--- src/rtl/dsel_loc_mch_buf_if.sv ---
// dsel_loc_mch_buf_if: bundle of the multi-channel dsel write streams and the arbitrated output
interface dsel_loc_mch_buf_if #(
  parameter int NUM_CH = 4,
  parameter int DW     = 32,
  parameter int AW     = 32
);
  localparam int CHW = NUM_CH > 1 ? $clog2(NUM_CH) : 1;
  logic [NUM_CH-1:0]    dsel_in_en;
  logic [NUM_CH*AW-1:0] dsel_in_addr;
  logic [NUM_CH*DW-1:0] dsel_in;
  logic [NUM_CH-1:0]    dsel_in_full;
  logic [NUM_CH-1:0]    dsel_ovf;
  logic [NUM_CH-1:0]    dsel_ovf_clr;
  logic                 dsel_out_en;
  logic [AW-1:0]        dsel_out_addr;
  logic [DW-1:0]        dsel_out;
  logic [CHW-1:0]       dsel_out_ch;
  logic                 dsel_out_ready;
  modport master (
    output dsel_in_en, dsel_in_addr, dsel_in, dsel_ovf_clr, dsel_out_ready,
    input  dsel_in_full, dsel_ovf, dsel_out_en, dsel_out_addr, dsel_out, dsel_out_ch
  );
  modport slave (
    input  dsel_in_en, dsel_in_addr, dsel_in, dsel_ovf_clr, dsel_out_ready,
    output dsel_in_full, dsel_ovf, dsel_out_en, dsel_out_addr, dsel_out, dsel_out_ch
  );
endinterface

--- src/rtl/dsel_loc_mch_buf.sv ---
// dsel_loc_mch_buf: per-channel dsel FIFOs round-robin arbitrated onto one registered output
module dsel_loc_mch_buf #(
  parameter int NUM_CH = 4,
  parameter int DW     = 32,
  parameter int AW     = 32,
  parameter int DEPTH  = 4
) (
  input logic clk,
  input logic reset_n,
  dsel_loc_mch_buf_if.slave bus
);
  localparam int CHW = NUM_CH > 1 ? $clog2(NUM_CH) : 1;
  localparam int PW  = $clog2(DEPTH);
  localparam int CW  = PW + 1;
  localparam int EW  = AW + DW;

  logic [EW-1:0]     mem_q [NUM_CH][DEPTH];
  logic [CW-1:0]     cnt_q [NUM_CH];
  logic [PW-1:0]     wp_q  [NUM_CH];
  logic [PW-1:0]     rp_q  [NUM_CH];
  logic [CHW-1:0]    ptr_q, grant_d, ch_q;
  logic              found_d, load_d, en_q;
  logic [NUM_CH-1:0] ne_d, pop_d, wr_d, drop_d, ovf_q;
  logic [AW-1:0]     addr_q;
  logic [DW-1:0]     data_q;

  function automatic logic [CHW-1:0] wrap(input logic [CHW:0] s);
    return s >= (CHW+1)'(NUM_CH) ? CHW'(s - (CHW+1)'(NUM_CH)) : CHW'(s);
  endfunction

  // Round-robin grant from ptr, then per-channel pop/accept/drop decisions
  always_comb begin
    load_d  = !en_q || bus.dsel_out_ready;
    grant_d = '0;
    found_d = 1'b0;
    for (int i = 0; i < NUM_CH; i++) ne_d[i] = cnt_q[i] != '0;
    for (int k = NUM_CH - 1; k >= 0; k--)
      if (ne_d[wrap({1'b0, ptr_q} + (CHW+1)'(k))]) begin
        grant_d = wrap({1'b0, ptr_q} + (CHW+1)'(k));
        found_d = 1'b1;
      end
    for (int i = 0; i < NUM_CH; i++) begin
      pop_d[i]            = load_d && found_d && grant_d == CHW'(i);
      wr_d[i]             = bus.dsel_in_en[i] && (cnt_q[i] != CW'(DEPTH) || pop_d[i]);
      drop_d[i]           = bus.dsel_in_en[i] && !wr_d[i];
      bus.dsel_in_full[i] = cnt_q[i] == CW'(DEPTH);
    end
  end

  // FIFO pointers, occupancy and sticky overflow (set beats clear)
  always_ff @(posedge clk or negedge reset_n)
    if (!reset_n) begin
      for (int i = 0; i < NUM_CH; i++) begin
        cnt_q[i] <= '0;
        wp_q[i]  <= '0;
        rp_q[i]  <= '0;
      end
      ovf_q <= '0;
    end else begin
      for (int i = 0; i < NUM_CH; i++) begin
        if (wr_d[i]) wp_q[i] <= wp_q[i] + PW'(1);
        if (pop_d[i]) rp_q[i] <= rp_q[i] + PW'(1);
        cnt_q[i] <= cnt_q[i] + CW'(wr_d[i]) - CW'(pop_d[i]);
      end
      ovf_q <= (ovf_q & ~bus.dsel_ovf_clr) | drop_d;
    end

  // FIFO storage needs no reset; occupancy alone decides what is valid
  always_ff @(posedge clk)
    for (int i = 0; i < NUM_CH; i++)
      if (wr_d[i]) mem_q[i][wp_q[i]] <= {bus.dsel_in_addr[i*AW +: AW], bus.dsel_in[i*DW +: DW]};

  // Output register: refills when idle or accepted, advancing ptr past the granted channel
  always_ff @(posedge clk or negedge reset_n)
    if (!reset_n) begin
      en_q   <= 1'b0;
      addr_q <= '0;
      data_q <= '0;
      ch_q   <= '0;
      ptr_q  <= '0;
    end else if (load_d) begin
      en_q <= found_d;
      if (found_d) begin
        {addr_q, data_q} <= mem_q[grant_d][rp_q[grant_d]];
        ch_q             <= grant_d;
        ptr_q            <= grant_d == CHW'(NUM_CH - 1) ? '0 : grant_d + CHW'(1);
      end
    end

  assign bus.dsel_ovf      = ovf_q;
  assign bus.dsel_out_en   = en_q;
  assign bus.dsel_out_addr = addr_q;
  assign bus.dsel_out      = data_q;
  assign bus.dsel_out_ch   = ch_q;
endmodule

--- src/flat_wrapper.sv ---
// flat-port wrapper written by rule: the top's interface ports become plain ports
module dsel_loc_mch_buf_flat 
#(
  parameter int NUM_CH = 4,
  parameter int DW     = 32,
  parameter int AW     = 32,
  parameter int DEPTH  = 4
)
  (clk, reset_n, bus_dsel_in_en, bus_dsel_in_addr, bus_dsel_in, bus_dsel_ovf_clr, bus_dsel_out_ready, bus_dsel_in_full, bus_dsel_ovf, bus_dsel_out_en, bus_dsel_out_addr, bus_dsel_out, bus_dsel_out_ch);
  dsel_loc_mch_buf_if #(.NUM_CH(NUM_CH), .DW(DW), .AW(AW)) bus_i ();
  input logic clk;
  input logic reset_n;
  input wire logic [$bits(bus_i.dsel_in_en)-1:0] bus_dsel_in_en;
  input wire logic [$bits(bus_i.dsel_in_addr)-1:0] bus_dsel_in_addr;
  input wire logic [$bits(bus_i.dsel_in)-1:0] bus_dsel_in;
  input wire logic [$bits(bus_i.dsel_ovf_clr)-1:0] bus_dsel_ovf_clr;
  input wire logic [$bits(bus_i.dsel_out_ready)-1:0] bus_dsel_out_ready;
  output wire logic [$bits(bus_i.dsel_in_full)-1:0] bus_dsel_in_full;
  output wire logic [$bits(bus_i.dsel_ovf)-1:0] bus_dsel_ovf;
  output wire logic [$bits(bus_i.dsel_out_en)-1:0] bus_dsel_out_en;
  output wire logic [$bits(bus_i.dsel_out_addr)-1:0] bus_dsel_out_addr;
  output wire logic [$bits(bus_i.dsel_out)-1:0] bus_dsel_out;
  output wire logic [$bits(bus_i.dsel_out_ch)-1:0] bus_dsel_out_ch;
  assign bus_i.dsel_in_en = bus_dsel_in_en;
  assign bus_i.dsel_in_addr = bus_dsel_in_addr;
  assign bus_i.dsel_in = bus_dsel_in;
  assign bus_i.dsel_ovf_clr = bus_dsel_ovf_clr;
  assign bus_i.dsel_out_ready = bus_dsel_out_ready;
  assign bus_dsel_in_full = bus_i.dsel_in_full;
  assign bus_dsel_ovf = bus_i.dsel_ovf;
  assign bus_dsel_out_en = bus_i.dsel_out_en;
  assign bus_dsel_out_addr = bus_i.dsel_out_addr;
  assign bus_dsel_out = bus_i.dsel_out;
  assign bus_dsel_out_ch = bus_i.dsel_out_ch;
  dsel_loc_mch_buf #(.NUM_CH(NUM_CH), .DW(DW), .AW(AW), .DEPTH(DEPTH)) u_core (.clk(clk), .reset_n(reset_n), .bus(bus_i));
endmodule
--- config.mk ---
export PLATFORM = sky130hd
export DESIGN_NAME = dsel_loc_mch_buf_flat
export DESIGN_NICKNAME = d
export VERILOG_FILES = /design/src/rtl/dsel_loc_mch_buf_if.sv /design/src/rtl/dsel_loc_mch_buf.sv /design/src/flat_wrapper.sv
export SDC_FILE = /design/constraint.sdc
export NUM_CORES = 1
export LEC_CHECK = 0
export CAP_MARGIN = 20
export CORE_ASPECT_RATIO = 1.5
export CORE_UTILIZATION = 59
export CTS_BUF_LIST = sky130_fd_sc_hd__clkbuf_16
export CTS_CLUSTER_DIAMETER = 200
export DETAILED_ROUTE_END_ITERATION = 12
export PLACE_DENSITY = 0.79
export SLEW_MARGIN = 20
export SYNTH_ARGS = -nofsm -noshare
export SYNTH_HDL_FRONTEND = slang
export SYNTH_SLANG_ARGS = --single-unit
--- constraint.sdc ---
create_clock -name clk -period 4.8 [get_ports clk]
set_input_delay 0.96 -clock clk [delete_from_list [all_inputs] [get_ports clk]]
set_output_delay 0.96 -clock clk [all_outputs]
set_load 0.03 [all_outputs]
==> results of run 1 <==
==> placed cells by master (no fill, tap or decap), types with 25 or more instances in the layout <==
cell             count
o211ai_1            68
mux2i_1            445
ha_1                25
o211a_1            257
a211oi_1           261
dfrtp_1            101
buf_12              34
clkdlybuf4s50_1    340
o22ai_1             64
edfxtp_1          1024
clkbuf_16          105
a211oi_2            60
inv_1               47
buf_4               46
nor2_1              65
clkinv_1            29
a21oi_1             66
==> sequential cells by signal, indices dropped and copies added (netlist names) <==
name,cells
u_core.bus.dsel_out_en,1
u_core.bus.dsel_out,32
u_core.bus.dsel_out_ch,2
u_core.wp_q,8
u_core.ptr_q,2
u_core.cnt_q,12
u_core.bus.dsel_ovf,4
u_core.rp_q,8
u_core.bus.dsel_out_addr,32
u_core.mem_q,1024
==> worst max-delay path by stage <==
| stage | start | endpoint | slack (ps) | cells after the start |
|---|---|---|---|---|
| floorplan | u_core.cnt_q[10]$_DFF_PN0_ | u_core.mem_q[3][0]$_DFFE_PP_ | 470 | 13 |
| global placement | bus_dsel_out_ready | u_core.mem_q[1][249]$_DFFE_PP_ | 470 | 7 |
| detailed placement | bus_dsel_out_ready | u_core.mem_q[1][249]$_DFFE_PP_ | 380 | 7 |
| CTS | u_core.cnt_q[1]$_DFF_PN0_ | u_core.bus.dsel_out[25]$_DFFE_PN0P_ | 600 | 9 |
| global route | u_core.cnt_q[4]$_DFF_PN0_ | u_core.bus.dsel_out[3]$_DFFE_PN0P_ | 410 | 10 |
| finish | u_core.cnt_q[8]$_DFF_PN0_ | u_core.bus.dsel_out_addr[30]$_DFFE_PN0P_ | 460 | 10 |
==> critical path: cells and delay by family, from the launching register on <==
family / cells / cell delay [ps]
compound gates: 3 / 690
buf+inv: 3 / 1600
flops: 1 / 420
mux: 3 / 620
simple gates: 1 / 450
==> power by group <==
part,switching (W),total [W],internal (W)
logic,0.0119,0.0187,0.00680
clock network,0.00360,0.00822,0.00462
registers,0.000834,0.0139,0.0131
total,0.0164,0.0409,0.0245
==> final cells by class <==
cell class                 instances  area share
sequential                      1125       0.605
multi-input combinational       1421       0.227
timing repair buffer             421      0.0807
clock buffer                     105      0.0478
tap                             1024      0.0233
clock inverter                    87      0.0135
inverter                          35     0.00282
antenna                           11    0.000500
==> synthesized netlist by cell type, types with 3 or more instances <==
master,count,area (um2)
a211oi_1,261,1960
a211oi_2,60,751
a21oi_1,66,330
and2_1,17,106
buf_1,8,30.0
buf_2,49,245
buf_4,23,173
buf_6,6,67.6
buf_8,6,90.1
clkbuf_1,149,559
dfrtp_1,101,2530
edfxtp_1,1024,30700
fa_1,4,80.1
ha_1,25,313
inv_1,33,124
mux2i_1,445,4450
nand2_1,18,67.6
nand3_1,5,25.0
nor2_1,65,244
o211a_1,257,2570
o211ai_1,68,510
o21ai_0,7,35.0
o21ai_1,3,15.0
o22ai_1,64,400
xnor2_1,17,149
xor2_1,3,26.3
==> cell families (layout without fill, tap and decap cells) <==
kind of cell	after synthesis	after routing	share of synthesized area
AOI/OAI and AO/OA	801	801	0.143
xor gates and xnor gates	20	20	0.00373
adders and majority gates	29	29	0.00837
buffers and inverters	276	648	0.0277
DFF	1125	1125	0.709
muxes	446	446	0.0951
other	0	11	0
and+or+nand+nor	125	125	0.0130
==> layer usage <==
layer | up-vias | global-route usage | routed length, um
met2 | 2205 | 0.565 | 68500
li1 | 11998 | - | -
met3 | 488 | 0.0614 | 14700
met5 | - | 0 | 81
met1 | 14779 | 0.418 | 47000
met4 | 14 | 0.209 | 8240
==> stage by stage <==
stage / cell area, um2 / setup slack, ps / cells
after floorplan: 46900 / 468 / 2822
after global placement: 51600 / 466 / 4026
after detailed placement: 51600 / 381 / 4026
after CTS: 55000 / 601 / 4218
after global routing: 55000 / 407 / 4223
final: 55000 / 456 / 4229
==> parameters.txt, run 1 <==
Parameter                              Value

Timing
  Min Tclk post-route ... around 4300 ps
  Worst slew slack as a fraction of its limit ... 0.158
  Final period utilization ... 0.905
  WHS ... around 320 ps
  Max Fclk ... around 230 MHz
  Slew at the pin with the worst max-slew slack ... roughly 1300 ps
  Clock skew after layout ... 31.3 ps
  Max-slew violations ... 0
  Final setup violation count ... 0
  Final-layout setup total negative slack ... 0 ps
  RSZ-0062 raised after global routing ... no
  Fin. Hold Viols ... 0

Worst setup path
  Maximum fanout count along the critical path ... 124
  Required arrival time at the worst endpoint ... approximately 5400 ps
  Number of cells on the worst reg-to-reg path ... 10
  Slack of the worst reg-to-reg path ... 460 ps
  Category of the worst setup path launch point ... register
  Setup CP Type ... register to register
  Cell breakdown of the critical path ... or3_4 > a21oi_4 > o21ai_4 > inv_16 > buf_4 > buf_12 > mux2i_1 > mux2i_1 > mux2i_1 > a211oi_2
  Critical Path Max Stage Delay ... 810 ps
  Crit-path slowest cell ... buf_4
  Most numerous cell on the critical path ... mux2i_1
  Critical path endpoint category ... register
  Launching point of the worst reg2reg path ... u_core.cnt_q[8]$_DFF_PN0_
  CP arrival ... 4930 ps
  Worst R2R End ... u_core.bus.dsel_out_addr[30]$_DFFE_PN0P_

Synth
  Post-Synthesis Net Count ... 3118
  Synthesized cell area ... 0.0469 mm2
  Async set-reset flop share out of synthesis ... 0.0898
  Most common flop cell mapped by yosys ... edfxtp_1
  Mean post-synth cell area ... 16.6 um2
  Number of flops mapped to enable cells by yosys ... around 1000
  Register bit count reported by yosys ... 1125
  Portion of the post-synthesis area used by sequential elements ... 0.709
  Count of mapped cells out of synthesis ... 2822
  YS warnings ... 0
  Number of distinct library cells after synthesis ... 53

GRT
  Pin count of the biggest net entering global routing ... 191
  First-pass GRT wire length ... between 150 and 200 mm
  Overflow left after global routing ... 0
  Number of antenna violations at the first check in global routing ... 14
  All-layer global routing usage ... 0.342
  Vias in the first global route ... roughly 30000

Clock network
  Clock tree from TritonCTS ... done
  Clock slew at reported path FFs ... around 70 ps
  Number of levels in the clock H-tree ... 3
  Number of buffers created by CTS ... 102
  CTS Sinks ... 1125
  Post-CTS setup buffer count ... 0
  Count of cells resized by post-cts repair ... 0
  Cell at the root of the clock tree ... clkbuf_16
  CTS Hold Buffers Added ... 0
  Max clock buf depth ... 3
  Worst-Skew Late Latency ... 690 ps

Min path
  Class of the worst hold path ... input port to async pin

Power and ir drop
  Total power draw ... 0.0409 W
  Pleak ... 20.4 nW
  Largest vdd supply drop ... ~0.94 mV
  Power Dens Cells ... 743 mW/mm2

Placement
  Detail Placement HPWL ... 78.1 mm
  Port Buffer Count ... 341
  Final Wtd Congestion ... approximately 0.84

Route
  Total vias in the final route ... a little under 30000
  Router iterations before antenna repair ... 6
  Post-detailed-route count of antenna-violating nets ... 0
  Routed length per placed instance ... around 33 um
  Aggregate routed wire length ... approximately 140 mm
  DR DRC count ... 0
  Number of DRC markers after the initial detailed-route iteration ... a little under 4000
  Via-per-instance ratio ... 6.97

Die
  Die Y-Extent ... 347 um
  Die area ... 0.0807 mm2
  Number of cell rows ... between 100 and 150
  Initial Util ... 0.597
  Die extent in x ... ~230 um
  Std-Cell Core Area ... 0.0787 mm2
  I/O pin count ... between 300 and 400

Job
  Number of maximum-capacitance violations ... 0

Finish
  Number of fillers in the final layout ... 4831
  Total number of nets in the final design ... 3402
  Sequential cell area in the final layout ... 0.0333 mm2
  Share of the core filled with cells ... 0.699
  Layout overhead on the synthesized area ... 17.2%
  Share of layout cells above drive strength 1 ... 0.102
  Area of the multi-input gates ... 0.0125 mm2

Status
  Run status ... complete, no violations
Power figures use the tool's default switching activity.
==> inputs of run 2 (changes only) <==
Settings changed: ABC_AREA set to 1.
==> parameters.txt, run 2 <==
Parameter                              Value

Route
  Aggregate routed wire length ... 131 mm
  Post-detailed-route count of antenna-violating nets ... 0
  DR DRC count ... 0
  Number of DRC markers after the initial detailed-route iteration ... between 4000 and 5000
  Routed length per placed instance ... 24.2 um
  Router iterations before antenna repair ... 6
  Total vias in the final route ... 33070
  Via-per-instance ratio ... between 6 and 7

GRT
  Met2 Track Usage GR ... 0.540
  Vias in the first global route ... 32200
  Pin count of the biggest net entering global routing ... ~210
  All-layer global routing usage ... 0.326
  Met1 usage in global routing ... 0.419
  Overflow left after global routing ... 0
  First-pass GRT wire length ... 194 mm
  Number of antenna violations at the first check in global routing ... 13
  Peak-usage layer in the global routing report ... met2
  Met3 Track Usage GR ... 0.0539

Job
  Number of maximum-capacitance violations ... 0

Synth
  Portion of the post-synthesis area used by sequential elements ... 0.708
  Most common flop cell mapped by yosys ... edfxtp_1
  Register bit count reported by yosys ... 1125
  Post-Synthesis Net Count ... 4394
  Async set-reset flop share out of synthesis ... 0.0898
  Count of mapped cells out of synthesis ... 4098
  Ranking of synthesized cells by area ... edfxtp_1 65%, nand3_1 12%, nand2_1 11%
  Number of flops mapped to enable cells by yosys ... 1024
  Synthesized cell area ... approximately 0.047 mm2
  Number of distinct library cells after synthesis ... 25
  Top-area cell type share of the netlist area ... 0.655
  Most common library cells after synthesis ... 1336 x nand2_1, 1136 x nand3_1, 1024 x edfxtp_1, 219 x buf_2, 101 x dfrtp_1
  YS warnings ... 0
  Cell with the most instances after synthesis ... nand2_1
  Mean post-synth cell area ... roughly 11 um2
  Area leader, netlist ... edfxtp_1

Finish
  Layout overhead on the synthesized area ... 15.5%
  Flip-flop count of the largest register, all copies and words added ... around 1000
  Total number of nets in the final design ... 4607
  Number of standard cells in the layout, taps in and fillers out ... 5427
  Share of layout cells above drive strength 1 ... 0.0637
  Most common cell after layout, fill and taps aside ... nand2_1
  Highest-count cells in the layout ignoring fill and taps ... 1334 x nand2_1, 1135 x nand3_1, 1024 x edfxtp_1

Clock network
  Post-CTS setup buffer count ... 0
  Max clock buf depth ... 3
  Clock tree from TritonCTS ... done
  Worst-Skew Late Latency ... about 670 ps
  Cell at the root of the clock tree ... clkbuf_16
  Number of levels in the clock H-tree ... 3
  Clock slew at reported path FFs ... 70 ps
  Count of cells resized by post-cts repair ... 0
  CTS Sinks ... 1125
  CTS Hold Buffers Added ... 0
  Number of buffers created by CTS ... slightly below 100

Placement
  Final Wtd Congestion ... 0.822
  Port Buffer Count ... 341
  DP Cell Count ... 5236
  Detail Placement HPWL ... around 72 mm

Worst setup path
  Critical path endpoint category ... register
  Maximum fanout count along the critical path ... 97
  Category of the worst setup path launch point ... register
  Setup CP Type ... register to register
  CP arrival ... 4790 ps
  Required arrival time at the worst endpoint ... 5400 ps

Timing
  Max-slew violations ... 0
  Final setup violation count ... 0
  Fin. Hold Viols ... 0
  Clock skew after layout ... between 20 and 25 ps
  Min Tclk post-route ... 4200 ps
  RSZ-0062 raised after global routing ... no
  Final period utilization ... 0.874
  Max Fclk ... roughly 240 MHz
  Slew at the pin with the worst max-slew slack ... 1170 ps
  Worst slew slack as a fraction of its limit ... 0.217

Die
  I/O pin count ... between 300 and 400
  Number of cell rows ... roughly 130
  Die area ... 0.0808 mm2
  Initial Util ... 0.596
  Die Y-Extent ... 348 um
  Die extent in x ... ~230 um
  Std-Cell Core Area ... 0.0788 mm2

Status
  Run status ... complete, no violations

Min path
  Class of the worst hold path ... input port to async pin
run 2: metal layers:
metal,vias to the layer above,part of all wire
met1,15857,0.36
met5,-,0.00050
met2,2062,0.49
li1,14765,-
met3,376,0.10
met4,10,0.044
run 2: metrics by stage:
step	hold WS [ps]	setup WS (ps)	setup TNS, ps	area, um2	utilization
final	329	604	0	54300	0.688
after global routing	410	325	0	54300	0.688
after CTS	368	695	0	54200	0.688
after detailed placement	466	776	0	51100	0.648
after global placement	463	912	0	51100	0.648
after floorplan	463	-399	-102260	47000	-
run 2: cell families (layout without fill, tap and decap cells):
logic type | count (synthesis) | count (layout) | share of synthesized area
AND/OR/NAND/NOR | 2556 | 2556 | 0.241
buffers and inverters | 356 | 652 | 0.0378
other | 0 | 9 | 0
XOR/XNOR | 15 | 15 | 0.00280
flip-flops | 1125 | 1125 | 0.708
adder cells (fa/ha/maj) | 29 | 29 | 0.00836
AO/OA/AOI/OAI | 17 | 17 | 0.00197
run 2: final timing paths:
kind	startpoint	endpoint	slack, ps	depth (start not counted)
min in group clk	u_core.bus.dsel_out_addr[27]$_DFFE_PN0P_	u_core.bus.dsel_out_addr[27]$_DFFE_PN0P_	480	2
worst min register to register	u_core.bus.dsel_out_addr[27]$_DFFE_PN0P_	u_core.bus.dsel_out_addr[27]$_DFFE_PN0P_	480	2
max in group asynchronous	reset_n	u_core.bus.dsel_out_addr[0]$_DFFE_PN0P_	3210	2
worst max-delay path	u_core.ptr_q[0]$_DFFE_PN0P_	u_core.bus.dsel_out[21]$_DFFE_PN0P_	600	16
worst max register to register	u_core.ptr_q[0]$_DFFE_PN0P_	u_core.bus.dsel_out[21]$_DFFE_PN0P_	600	16
worst min-delay path	reset_n	u_core.bus.dsel_out_addr[24]$_DFFE_PN0P_	330	1
run 2: critical path, stage by stage (launching register included):
cell     delay, ps
dfrtp_1        660
nand3_1        180
nand3_1        190
nand2_1         70
inv_1          120
nand2_1        150
nand2_8        310
buf_4          620
buf_4          860
nand3_1        170
nand3_1        200
nand2_1         90
nand2_1         70
nand3_1         80
nand2_1        100
nand2_1         50
nand2_1         90
run 2: layout make-up:
cell class              instances  area, um2
diodes                          9       22.5
multi-input cells            2617      12100
clock buffers                  98       2450
inverters                      72        284
repair buffers                398       4110
fillers                      5522      24600
clock inverters                84        731
well taps                    1024       1280
flip-flops and latches       1125      33300
Power of run 2 is not shown: default switching activity piles up to over one toggle a cycle in this logic, so the estimate is an artifact.
